## config.mk

```make
export PLATFORM = sky130hd
export DESIGN_NAME = i_enc_input_filter
export DESIGN_NICKNAME = d
export VERILOG_FILES = /design/src/rtl/i_enc_input_filter.sv
export SDC_FILE = /design/constraint.sdc
export NUM_CORES = 1
export LEC_CHECK = 0
export BUFFER_PORTS_ARGS = -buffer_cell sky130_fd_sc_hd__buf_4
export CORE_ASPECT_RATIO = 0.8
export CORE_UTILIZATION = 32
export CTS_CLUSTER_SIZE = 28
export DETAILED_ROUTE_END_ITERATION = 6
export PLACE_DENSITY_LB_ADDON = 0.3
export SYNTH_ARGS = -nofsm -noshare
export SYNTH_HDL_FRONTEND = slang
export SYNTH_SLANG_ARGS = --single-unit
```

## constraint.sdc

```tcl
create_clock -name I_CLK_100MHZ -period 2.2 [get_ports I_CLK_100MHZ]
set_input_delay 0.33 -clock I_CLK_100MHZ [delete_from_list [all_inputs] [get_ports I_CLK_100MHZ]]
set_output_delay 0.33 -clock I_CLK_100MHZ [all_outputs]
set_load 0.01 [all_outputs]
```

## src/rtl/i_enc_input_filter.sv

```systemverilog
// Quadrature pin conditioner: per-pin synchroniser, glitch filter, edge strobes and A/B illegal-transition flag.
// Define ENC_FILT_DBG_EN to build the saturating rejected-glitch counters on O_DBG_GLITCH_A/B/Z.
module i_enc_input_filter #(
  parameter int SYNC_STAGES = 2,
  parameter int FILT_LEN    = 8
) (
  input  logic        I_CLK_100MHZ,
  input  logic        I_RST,
  input  logic        I_ENC_A,
  input  logic        I_ENC_B,
  input  logic        I_ENC_Z,
  input  logic        I_CLR_ERR,
  output logic        O_VALID,
  output logic        O_ENC_A,
  output logic        O_ENC_B,
  output logic        O_ENC_Z,
  output logic        O_POSEDGE_A,
  output logic        O_POSEDGE_B,
  output logic        O_POSEDGE_Z,
  output logic        O_NEGEDGE_A,
  output logic        O_NEGEDGE_B,
  output logic        O_NEGEDGE_Z,
  output logic        O_ILLEGAL,
  output logic        O_ERR_STICKY,
  output logic [15:0] O_DBG_GLITCH_A,
  output logic [15:0] O_DBG_GLITCH_B,
  output logic [15:0] O_DBG_GLITCH_Z
);

  typedef enum logic [1:0] {RST_WAIT, FILL, LOAD, RUN} state_t;

  localparam logic [7:0] FILT_LAST = 8'(FILT_LEN - 1);
  localparam logic [1:0] FILL_LAST = 2'(SYNC_STAGES - 1);

  state_t     state, state_nxt;
  logic [1:0] fill_cnt;

  // Pin index 0 = A, 1 = B, 2 = Z throughout.
  logic [2:0] raw;
  logic [2:0] sync_q [SYNC_STAGES];
  logic [2:0] sync_out;
  logic [7:0] filt_cnt [3];
  logic [2:0] enc_q, pos_q, neg_q;
  logic [2:0] accept;
  logic       illegal_q, err_q;

  assign raw      = {I_ENC_Z, I_ENC_B, I_ENC_A};
  assign sync_out = sync_q[SYNC_STAGES-1];

  always_ff @(posedge I_CLK_100MHZ) begin
    if (I_RST) state <= RST_WAIT;
    else       state <= state_nxt;
  end

  // NOTE: every signal written in always_comb gets a default first, so no path can infer a latch.
  always_comb begin
    state_nxt = state;
    case (state)
      RST_WAIT: state_nxt = FILL;
      FILL:     if (fill_cnt == FILL_LAST) state_nxt = LOAD;
      LOAD:     state_nxt = RUN;
      RUN:      state_nxt = RUN;
      default:  state_nxt = RST_WAIT;
    endcase
  end

  always_ff @(posedge I_CLK_100MHZ) begin
    if (I_RST || state != FILL) fill_cnt <= '0;
    else                        fill_cnt <= fill_cnt + 2'd1;
  end

  // NOTE: sequential state uses non-blocking assignments so every flop samples pre-edge values.
  always_ff @(posedge I_CLK_100MHZ) begin
    if (I_RST) begin
      for (int s = 0; s < SYNC_STAGES; s++) sync_q[s] <= '0;
    end else begin
      sync_q[0] <= raw;
      for (int s = 1; s < SYNC_STAGES; s++) sync_q[s] <= sync_q[s-1];
    end
  end

  always_comb begin
    accept = '0;
    for (int i = 0; i < 3; i++)
      accept[i] = (state == RUN) && (sync_out[i] != enc_q[i]) && (filt_cnt[i] == FILT_LAST);
  end

  always_ff @(posedge I_CLK_100MHZ) begin
    if (I_RST) begin
      enc_q     <= '0;
      pos_q     <= '0;
      neg_q     <= '0;
      illegal_q <= 1'b0;
      err_q     <= 1'b0;
      for (int i = 0; i < 3; i++) filt_cnt[i] <= '0;
    end else begin
      pos_q     <= '0;
      neg_q     <= '0;
      illegal_q <= accept[0] & accept[1];
      // A registered illegal in the same cycle as a clear keeps the flag set.
      err_q     <= illegal_q | (err_q & ~I_CLR_ERR);
      for (int i = 0; i < 3; i++) begin
        if (state == LOAD) begin
          enc_q[i]    <= sync_out[i];
          filt_cnt[i] <= '0;
        end else if (state == RUN) begin
          if (sync_out[i] == enc_q[i]) begin
            filt_cnt[i] <= '0;
          end else if (accept[i]) begin
            enc_q[i]    <= sync_out[i];
            filt_cnt[i] <= '0;
            pos_q[i]    <= sync_out[i];
            neg_q[i]    <= ~sync_out[i];
          end else begin
            filt_cnt[i] <= filt_cnt[i] + 8'd1;
          end
        end
      end
    end
  end

`ifdef ENC_FILT_DBG_EN
  logic [15:0] glitch_cnt [3];
  logic [2:0]  glitch;

  // A glitch is a partially-counted excursion that collapses back to the held level.
  always_comb begin
    glitch = '0;
    for (int i = 0; i < 3; i++)
      glitch[i] = (state == RUN) && (filt_cnt[i] != 8'd0) && (sync_out[i] == enc_q[i]);
  end

  always_ff @(posedge I_CLK_100MHZ) begin
    if (I_RST) begin
      for (int i = 0; i < 3; i++) glitch_cnt[i] <= '0;
    end else begin
      for (int i = 0; i < 3; i++)
        if (glitch[i] && glitch_cnt[i] != 16'hFFFF) glitch_cnt[i] <= glitch_cnt[i] + 16'd1;
    end
  end

  assign O_DBG_GLITCH_A = glitch_cnt[0];
  assign O_DBG_GLITCH_B = glitch_cnt[1];
  assign O_DBG_GLITCH_Z = glitch_cnt[2];
`else
  assign O_DBG_GLITCH_A = 16'd0;
  assign O_DBG_GLITCH_B = 16'd0;
  assign O_DBG_GLITCH_Z = 16'd0;
`endif

  assign O_VALID      = (state == RUN);
  assign O_ENC_A      = enc_q[0];
  assign O_ENC_B      = enc_q[1];
  assign O_ENC_Z      = enc_q[2];
  assign O_POSEDGE_A  = pos_q[0];
  assign O_POSEDGE_B  = pos_q[1];
  assign O_POSEDGE_Z  = pos_q[2];
  assign O_NEGEDGE_A  = neg_q[0];
  assign O_NEGEDGE_B  = neg_q[1];
  assign O_NEGEDGE_Z  = neg_q[2];
  assign O_ILLEGAL    = illegal_q;
  assign O_ERR_STICKY = err_q;

endmodule

```

# Word-level counts from Yosys, hierarchy flattened
# Memory sizes are Yosys's and may differ from the RTL's.
# Index checks and enable logic that the tools add are counted.
[totals]
n_memories = 2
ramBits = 30
out_inout_bits = 60
reg_bits = 15
[op_classes]
n_addsub = 4
n_bitwise = 25
muxes = 85
eq_ne = 18
reduce_logical = 19
[memory_table]
columns = ["name", "words", "width", "rd", "rd_clocked_by_memory_dff", "wr", "line", "rtl"]
rows = [
  ["filt_cnt", 3, 8, 3, 0, 3, "42", "logic [7:0] filt_cnt [3];"],
  ["sync_q", 2, 3, 2, 0, 2, "40", "logic [2:0] sync_q [SYNC_STAGES];"],
]
[ops]
columns = ["operator", "n"]
rows = [
  ["8-bit two-way mux", 12],
  ["1-bit two-way mux", 69],
  ["8-bit by 1-bit adder with 8-bit output, second input constant", 3],
  ["8-bit by 3-bit == test with 1-bit output, second input constant", 3],
  ["1-bit OR", 15],
  ["5-bit OR reduction", 3],
  ["3-bit AND reduction", 3],
  ["1-bit inverter", 8],
  ["2-bit nonzero test", 4],
  ["1-bit logical AND", 6],
  ["3-bit two-way mux", 2],
  ["2-bit by 1-bit inequality test with 1-bit output, second input constant", 3],
  ["2-bit one-hot mux with 3 select lines", 1],
  ["2-bit by 1-bit == test with 1-bit output, second input constant", 2],
  ["2-bit == test, second input constant", 2],
  ["2-bit inequality test, second input constant", 2],
  ["1-bit == test", 3],
  ["1-bit inequality test", 3],
  ["2-bit by 1-bit adder with 2-bit output, second input constant", 1],
  ["1-bit AND", 2],
  ["2-bit logical NOT", 1],
  ["2-bit two-way mux", 1],
  ["2-bit OR reduction", 1],
  ["1-bit logical OR", 1],
]

# Logic depth before layout (Yosys ltp)
# Gate-level depths: netlist (run 1).
# An unclocked memory read counts as a cell.
[logic_depth]
depth_word = 12
depth_mapped = 6
depth_no_buf = 5

# Worst setup path before layout (run 1)
# Ideal clock, no wire load.
[synth_path]
kind = "register to register"
startpoint = "memory filt_cnt[0][5]"
endpoint = "memory filt_cnt[0][2] (data pin)"
path_slack_ns = 0.466
stages_incl_launch_ff = 6
t_required_ns = 1.945
arrival_ns = 1.479
n_path_buf = 1
setup_time_ns = 0.255
cell_sequence = "edfxtp_1 > or4_4 > nor3_4 > or4_1 > buf_2 > nor2_1"
[synth_lines]
columns = ["element", "line"]
rows = [
  ["start, declared", "42"],
]

==> results of run 1 <==
[cell type report]
class | instances | area, um^2
fill | 717 | 4537
clock inverter | 1 | 3.754
multi-input combinational | 173 | 964.7
timing repair buffer | 17 | 127.6
sequential | 45 | 1141
tap | 87 | 108.9
inverter | 9 | 33.78
clock buffer | 7 | 76.32
[metal layers]
layer | vias up | part of all wire [%]
met5 | - | 0
met4 | 0 | 1.4
met3 | 5 | 5.7
met2 | 52 | 40
met1 | 651 | 53
li1 | 721 | -
[stage by stage]
stage | worst slack [ns] | power (W) | cells
after floorplan | 0.4659 | 0.001123 | 279
after global placement | 0.3576 | 0.001086 | 331
after detailed placement | 0.3432 | 0.001087 | 331
after CTS | 0.3303 | 0.001574 | 339
after global routing | 0.1924 | 0.001637 | 339
final | 0.3297 | 0.001554 | 339
[Yosys cell counts]
master	number	area [um^2]
or4_1	3	22.52
a21oi_1	5	25.02
nor2b_1	6	37.54
nor3_1	5	25.02
or4_4	1	11.26
nor4_1	3	18.77
nor3_4	1	16.27
conb_1	1	3.750
nand2_2	2	12.51
nor4_2	1	12.51
nand3_1	15	75.07
nor2_1	32	120.1
nor4b_1	1	8.760
a211oi_1	1	7.510
nand4_1	1	6.260
clkbuf_1	1	3.750
edfxtp_1	24	720.7
and3_1	7	43.79
buf_6	1	11.26
inv_1	9	33.78
dfxtp_1	21	420.4
nand2_1	4	15.01
a31oi_1	1	6.260
ha_1	4	50.05
xor2_1	14	122.6
buf_2	2	10.01
buf_4	48	360.4
nand2b_1	8	50.05
xnor2_1	6	52.55
nor4b_2	1	15.01
mux2i_1	3	30.03
[sequential cells by signal, summed over array words and instances (netlist names)]
register      cells
filt_cnt         24
state             2
enc_q             3
pos_q             3
sync_q            6
fill_cnt          2
O_ILLEGAL         1
neg_q             3
O_ERR_STICKY      1
[kinds of logic after synthesis]
kind of cell    Yosys count  share of synthesized area [%]
buf+inv                  61                          17.85
other cells               1                         0.1597
simple gates             91                          20.88
xor+xnor                 20                          7.459
compound gates            7                          1.652
flops                    45                          48.59
mux                       3                          1.279
fa+ha+maj                 4                          2.131
[worst max-delay path by stage]
| stage | to | slack [ns] |
|---|---|---|
| floorplan | filt_cnt[0][2] | 0.47 |
| global placement | filt_cnt[0][4] | 0.36 |
| detailed placement | filt_cnt[0][2] | 0.34 |
| CTS | filt_cnt[0][4] | 0.33 |
| global route | filt_cnt[1][4] | 0.19 |
| finish | filt_cnt[0][4] | 0.33 |
[report_power, final]
part           total, W  switching, W  internal [W]
Clock          0.000485      0.000263      0.000221
Sequential     0.000949     0.0000321      0.000917
Combinational  0.000120     0.0000833     0.0000366
==> results.py, run 1 <==
metrics = {
    "clocking": {
        "htree_levels": 2,
        "clk_pin_slew_worst_paths_ns": 0.09,
        "cts_tree": "built",
        "cts.repair.resized": 0,
        "hold_buffers": 0,
        "worst_skew_pair.late_latency_ns": 0.30,
        "clock_sinks": 45,
        "cts_buffers": 5,
        "postCtsSetupRepairBufs": 0,
        "clock-root-buffer": "clkbuf_8",
        "clock_path_buffers": 2,
    },
    "placement": {
        "gp_congestion": 0.7648,
        "hpwl_um": 2556,
        "io_buffers": 17,
        "place_area_um2": 2376,
    },
    "route": {
        "wl_per_cell_um": 10.27,
        "drt-total-wl_um": 3480,
        "via_count": 1429,
        "first_pass_iters": 6,
        "drt-vias-per-instance": 4.215,
        "drc_errors": 8,
        "drt_iter0_markers": 52,
        "antenna_left": 0,
    },
    "timing": {
        "min_period_over_period_pct": 85.01,
        "fin_hold_ws_ns": 0.2477,
        "hold_violations": 0,
        "slew_violations": 0,
        "fmax_ghz": 0.5347,
        "fin_skew_ns": 0.01208,
        "slew_headroom_pct": 64.38,
        "rsz0062_at_grt": "no",
        "setup-violations-final": 0,
        "tightest_slew_ns": 0.5323,
        "setup_tns_ns": 0,
        "finalCriticalPeriod_ns": 1.870,
    },
    "worst_setup_path": {
        "cp_num_buf_inv": 0,
        "cp.depth": 4,
        "r2r_slack_ns": 0.33,
        "arrival_ns": 1.92,
        "rr_worst_depth": 4,
        "cp_slowest_cell": "or4_4",
        "required_ns": 2.25,
        "critPathLaunch": "filt_cnt[0][5]",
        "cp-start-kind": "flop",
        "crit_path_max_incr_delay_ns": 0.57,
        "cp_cell_sequence": "or4_4 > nor3_4 > or4_1 > nor2_1",
        "r2r_end": "filt_cnt[0][4]",
        "crit_path_end_kind": "flop",
        "cp_top_family": "simple AND/OR/NAND/NOR gates",
        "crit_type": "flop to flop",
        "crit_fanout": 8,
        "reg2reg_from": "filt_cnt[0][5]",
    },
    "floorplan": {
        "die_height_um": 78.63,
        "row_count": 27,
        "die_w_um": 97.78,
        "io_pins": 66,
        "coreArea_um2": 6993,
        "initial_core_util_pct": 33.58,
        "die-area_um2": 7688,
    },
    "global_route": {
        "use_met1_pct": 13.46,
        "use_met2_pct": 13.05,
        "antenna_found_initial": 0,
        "grt_start_max_net_pins": 27,
        "use_met3_pct": 3.384,
        "busiest_layer": "met1",
        "grt_pass1_vias": 1192,
        "grt_use_total_pct": 9.453,
        "grt_pass1_wl_um": 5651,
        "overflow": 0,
    },
    "yosys": {
        "yosys_warnings": 0,
        "ys_seq_area_share_pct": 48.59,
        "synth_area_um2": 2349,
        "syn_area_per_cell_um2": 10.12,
        "synth-seq-cells": 45,
        "netlist_instances": 232,
        "synth_cell_types": 31,
    },
    "min_path": {
        "hold_depth": 2,
        "worstHoldPathType": "input pin to flop",
        "hold_path_end": "sync_q[0][1]",
        "hold_path_startpoint": "I_ENC_B",
    },
    "layout": {
        "layout_commonest_cell": "conb_1",
        "fin_util_pct": 35.12,
        "n_antenna_cell": 0,
        "final_design_area_no_fill_um2": 2456,
        "area_growth_pct": 4.582,
        "drive_gt1_share_pct": 11.11,
        "nets": 261,
        "final_cell_mix": "conb_1 (48), nor2_1 (32), edfxtp_1 (24)",
    },
    "power": {
        "p_leak_nw": 0.9966,
        "vdd_drop_max_uv": 217.2,
        "powerDensity_nw_per_um2": 632.6,
    },
    "status": {
        "failed_checks": "DRC",
        "status": "finished, violations left",
    },
    "run": {
        "maxCapViolations": 0,
    },
}
Note: power is estimated with default switching activity, not from simulation.
==> run 2: changes to the inputs <==
Settings changed: CORE_ASPECT_RATIO 0.8 to unset.
==> run 2 against run 1 <==
Compared with the run above:
- the run now ends clean
- die area barely moved
- global-route usage up 0.052 points
- count of clock-buffer cells in the layout shrank 1
- first-iteration DRC count grew 12%
- setup slack better by 0.014 ns
- via count down 1.8%
- clock power about the same
- sequential share of layout area fell by 0.26 points
- sequential power is essentially flat
- critical path type unchanged
- critical endpoint is now filt_cnt[0][6]
==> results.py, run 2 (same netlist as run 1, synthesis figures left out) <==
metrics = {
    "timing": {
        "rsz0062_at_grt": "no",
        "min_period_over_period_pct": 84.39,
        "finalCriticalPeriod_ns": 1.857,
        "slew_violations": 0,
        "fin_skew_ns": 0.01139,
        "setup_ws_ns": 0.3434,
        "setup_tns_ns": 0,
        "hold_violations": 0,
        "fmax_ghz": 0.5386,
        "setup-violations-final": 0,
    },
    "global_route": {
        "overflow": 0,
        "antenna_found_initial": 0,
        "grt_use_total_pct": 9.506,
        "grt_pass1_wl_um": 5561,
        "grt_start_max_net_pins": 27,
        "grt_pass1_vias": 1208,
    },
    "floorplan": {
        "die_w_um": 87.67,
        "coreArea_um2": 6944,
        "row_count": 30,
        "die_height_um": 87.67,
        "die-area_um2": 7686,
        "initial_core_util_pct": 33.82,
        "io_pins": 66,
    },
    "power": {
        "vdd_drop_max_uv": 206.9,
        "p_leak_nw": 1.002,
        "powerDensity_nw_per_um2": 629.9,
    },
    "status": {
        "status": "completed",
    },
    "worst_setup_path": {
        "required_ns": 2.23,
        "crit_fanout": 8,
        "crit_path_max_incr_delay_ns": 0.57,
        "cp_cell_sequence": "or4_4 > nor3_4 > or4_1 > nor2_1",
        "cp-start-kind": "flop",
        "crit_type": "flop to flop",
        "arrival_ns": 1.89,
        "cp_slowest_cell": "or4_4",
        "crit_path_end_kind": "flop",
    },
    "route": {
        "drc_errors": 0,
        "drt_iter0_markers": 58,
        "drt-total-wl_um": 3389,
        "first_pass_iters": 4,
        "antenna_left": 0,
        "wl_per_cell_um": 9.739,
        "highest_layer": "met4",
        "dr_wl_met3_um": 137,
        "met2_length_um": 1512,
        "drt-vias-per-instance": 4.032,
        "met1_length_um": 1696,
        "via_count": 1403,
    },
    "layout": {
        "n_antenna_cell": 0,
        "drive_gt1_share_pct": 11.90,
        "nets": 261,
        "largest-register": "filt_cnt",
        "area_growth_pct": 5.168,
        "largest_registers": "filt_cnt: 24 flops, sync_q: 6 flops",
        "largest_register_ffs": 24,
        "final_cell_mix": "conb_1 (48), nor2_1 (32), edfxtp_1 (24)",
        "layout_commonest_cell": "conb_1",
    },
    "clocking": {
        "cts.repair.resized": 0,
        "clk_pin_slew_worst_paths_ns": 0.08,
        "cts_buffers": 5,
        "hold_buffers": 0,
        "htree_levels": 2,
        "clock_path_buffers": 2,
        "cts_tree": "built",
        "postCtsSetupRepairBufs": 0,
        "clock_sinks": 45,
        "clock-root-buffer": "clkbuf_8",
        "worst_skew_pair.late_latency_ns": 0.29,
    },
    "min_path": {
        "worstHoldPathType": "input pin to flop",
    },
    "placement": {
        "detailedPlace.worstSlack_ns": 0.3286,
        "hpwl_um": 2554,
        "io_buffers": 17,
        "gp_congestion": 0.7718,
    },
    "run": {
        "maxCapViolations": 0,
    },
}
run 2: cell types whose count changed in the layout (fill, tap and decap cells not counted):
| cell | before | now |
|---|---|---|
| clkbuf_1 | 2 | 1 |
| clkinv_2 | 0 | 2 |
| clkinv_1 | 1 | 0 |
run 2: through the flow:
stage	power (W)	std cells	hold slack [ns]	utilization (%)	area [um^2]
2_1_floorplan	0.001123	279	0.3976	-	2525
3_3_place_gp	0.001085	340	0.4071	34.38	2387
3_5_place_dp	0.001088	340	0.4195	34.38	2387
4_1_cts	0.001579	348	0.2334	35.57	2470
5_1_grt	0.001638	348	0.2256	35.57	2470
6_report	0.001556	348	0.2471	35.57	2470
run 2: per-layer routing:
layer | up-vias | GRT usage, %
li1 | 725 | -
met1 | 628 | 12.68
met2 | 46 | 14.77
met3 | 4 | 2.828
met4 | 0 | 3.130
met5 | - | 0
run 2: area by class of cell:
| type | instances | area (um^2) |
|---|---|---|
| clock buffer | 6 | 72.57 |
| clock inverter | 2 | 10.01 |
| fill | 709 | 4474 |
| inverter | 9 | 33.78 |
| multi-input combinational | 173 | 964.7 |
| sequential | 45 | 1141 |
| tap | 96 | 120.1 |
| timing repair buffer | 17 | 127.6 |
run 2: path summary, 6_finish.rpt:
kind                       start        endpoint  slack, ns  cells after the start
setup / recovery  filt_cnt[0][5]  filt_cnt[0][6]       0.34                      4
hold reg to reg      fill_cnt[0]     fill_cnt[0]       0.43                      1
hold / removal           I_ENC_B    sync_q[0][1]       0.25                      2
setup reg to reg  filt_cnt[0][5]  filt_cnt[0][6]       0.34                      4
run 2: worst max-delay path, delay by kind of cell (launching register included):
kind / cells / cell delay, ns
DFF: 1 / 0.44
and+or+nand+nor: 4 / 1.17
run 2: power breakdown:
| part | switching, W | internal (W) |
|---|---|---|
| Combinational | 0.0000821 | 0.0000368 |
| Sequential | 0.0000323 | 0.000917 |
| Clock | 0.000267 | 0.000220 |
==> run 3: changes to the inputs <==
Clock period 2.2 ns to 1.5 ns, I/O delays scaled along.
==> run 3 against run 2 <==
Compared with the run above:
- the flow now finishes with violations (setup timing)
- non-clock buffer count increased by 32
- via count up 12%
- combinational power up 120%
- utilization is 5.3 points higher
- highest routed layer unchanged
==> results.py, run 3 (same netlist as run 1, synthesis figures left out) <==
metrics = {
    "worst_setup_path": {
        "cp.depth": 4,
        "cp-start-kind": "flop",
        "crit_fanout": 8,
        "r2r_end": "filt_cnt[1][2]",
        "crit_top_cell": "or4_4",
        "r2r_slack_ns": -0.16,
        "critPathLaunch": "filt_cnt[1][6]",
        "reg2reg_from": "filt_cnt[1][6]",
        "required_ns": 1.54,
        "cp_cell_sequence": "or4_4 > nor3_4 > or4_4 > nor2_1",
        "crit_path_end_kind": "flop",
        "cp_top_family": "simple AND/OR/NAND/NOR gates",
        "crit_path_max_incr_delay_ns": 0.56,
        "cp_num_buf_inv": 0,
        "critPathCapture": "filt_cnt[1][2]",
        "rr_worst_depth": 4,
        "arrival_ns": 1.71,
        "crit_type": "flop to flop",
        "cp_slowest_cell": "or4_4",
    },
    "clocking": {
        "clock-root-buffer": "clkbuf_8",
        "worst_skew_pair.late_latency_ns": 0.29,
        "clock_sinks": 45,
        "clock_path_buffers": 2,
        "htree_levels": 2,
        "hold_buffers": 0,
        "clk_pin_slew_worst_paths_ns": 0.08,
        "cts_tree": "built",
        "cts_buffers": 5,
    },
    "layout": {
        "largest_register_ffs": 24,
        "nets": 293,
        "largest_registers": "filt_cnt: 24 flops, sync_q: 6 flops",
        "n_antenna_cell": 0,
        "largest-register": "filt_cnt",
        "drive_gt1_share_pct": 29.93,
        "final_cell_mix": "conb_1 (48), buf_4 (48), edfxtp_1 (24)",
        "area_growth_pct": 20.88,
        "fin_util_pct": 40.88,
        "n_fill_cell": 685,
    },
    "min_path": {
        "worstHoldPathType": "input pin to flop",
    },
    "global_route": {
        "grt_start_max_net_pins": 14,
        "grt_pass1_vias": 1379,
        "overflow": 0,
        "grt_pass1_wl_um": 6258,
        "grt_use_total_pct": 10.58,
        "antenna_found_initial": 0,
    },
    "power": {
        "vdd_drop_max_uv": 381.3,
        "powerDensity_nw_per_um2": 826.7,
        "p_leak_nw": 1.196,
    },
    "timing": {
        "rsz0062_at_grt": "yes",
        "slew_violations": 0,
        "finalCriticalPeriod_ns": 1.664,
        "setup_ws_ns": -0.1644,
        "fmax_ghz": 0.6008,
        "min_period_over_period_pct": 111.0,
        "fin_skew_ns": 0.005625,
        "hold_violations": 0,
        "setup-violations-final": 21,
    },
    "placement": {
        "detailedPlace.worstSlack_ns": -0.2408,
        "hpwl_um": 2804,
        "gp_congestion": 0.7705,
        "io_buffers": 17,
    },
    "floorplan": {
        "coreArea_um2": 6944,
        "die-area_um2": 7686,
        "die_w_um": 87.67,
        "io_pins": 66,
        "initial_core_util_pct": 33.82,
        "row_count": 30,
        "die_height_um": 87.67,
    },
    "route": {
        "first_pass_iters": 4,
        "antenna_left": 0,
        "via_count": 1569,
        "drt_iter0_markers": 71,
        "drt-total-wl_um": 3978,
        "wl_per_cell_um": 10.47,
        "drt-vias-per-instance": 4.129,
        "drc_errors": 0,
    },
    "status": {
        "status": "finished, violations left",
        "failed_checks": "setup timing",
    },
    "run": {
        "maxCapViolations": 0,
    },
}
[run 3: changes by cell type in the layout (fill, tap and decap cells not counted), moves of 2 or more]
cell	previous run	this run
buf_4	17	48
nor2_1	32	20
nor2_2	0	11
or4_1	3	0
or4_4	1	4
nand2_1	4	2
nor4b_4	0	2
[run 3: per-layer routing]
metal  vias up  GRT usage (%)  wire length (um)
met4         0          4.024                41
met1       741          14.50              1898
li1        782              -                 -
met5         -              0                 0
met2        42          16.41              1921
met3         4          2.262               116
[run 3: final cells by class]
class                   count  area [um^2]  share of cell area [%]
flip-flops and latches     45         1141                   40.19
well taps                  96        120.1                   4.231
clock inverters             2        10.01                  0.3526
clock buffers               6        72.57                   2.556
inverters                   9        33.78                   1.190
multi-input cells         173         1090                   38.39
repair buffers             49        371.6                   13.09
[run 3: how the worst min path moves through the flow]
stage / from / endpoint / cells after the start / slack (ns)
2_1_floorplan: I_ENC_A / sync_q[0][0] / 1 / 0.35
3_3_place_gp: fill_cnt[0] / fill_cnt[0] / 1 / 0.40
3_5_place_dp: fill_cnt[0] / fill_cnt[0] / 1 / 0.41
4_1_cts: I_ENC_A / sync_q[0][0] / 2 / 0.14
5_1_grt: I_ENC_Z / sync_q[0][2] / 2 / 0.15
6_report: I_ENC_A / sync_q[0][0] / 2 / 0.15
[run 3: where the power goes]
group / switching (W) / internal, W
sequential: 0.0000327 / 0.00134
clock: 0.000382 / 0.000323
combinational: 0.000163 / 0.000103
total: 0.000577 / 0.00177
[run 3: timing repair]
item                       4_1_cts  5_1_grt
setup buffers                    3        1
pin swaps                        3        7
setup endpoints to repair       20       30
gates resized for setup          9       21
[run 3: stage by stage]
stage	setup TNS, ns	std cells	cell area, um^2	total power, W	hold slack (ns)
global route	-4.416	380	2839	0.002457	0.1476
floorplan	-1.798	279	2542	0.001647	0.3532
finish	-2.447	380	2839	0.002347	0.1465
global placement	-3.002	368	2603	0.001641	0.4050
detailed placement	-3.620	368	2603	0.001643	0.4116
CTS	-1.672	379	2745	0.002364	0.1370
[run 3: worst register-to-register path, delay by kind of cell, from the launching register on]
family,cells,cell delay [ns]
flops,1,0.41
simple gates,4,1.02
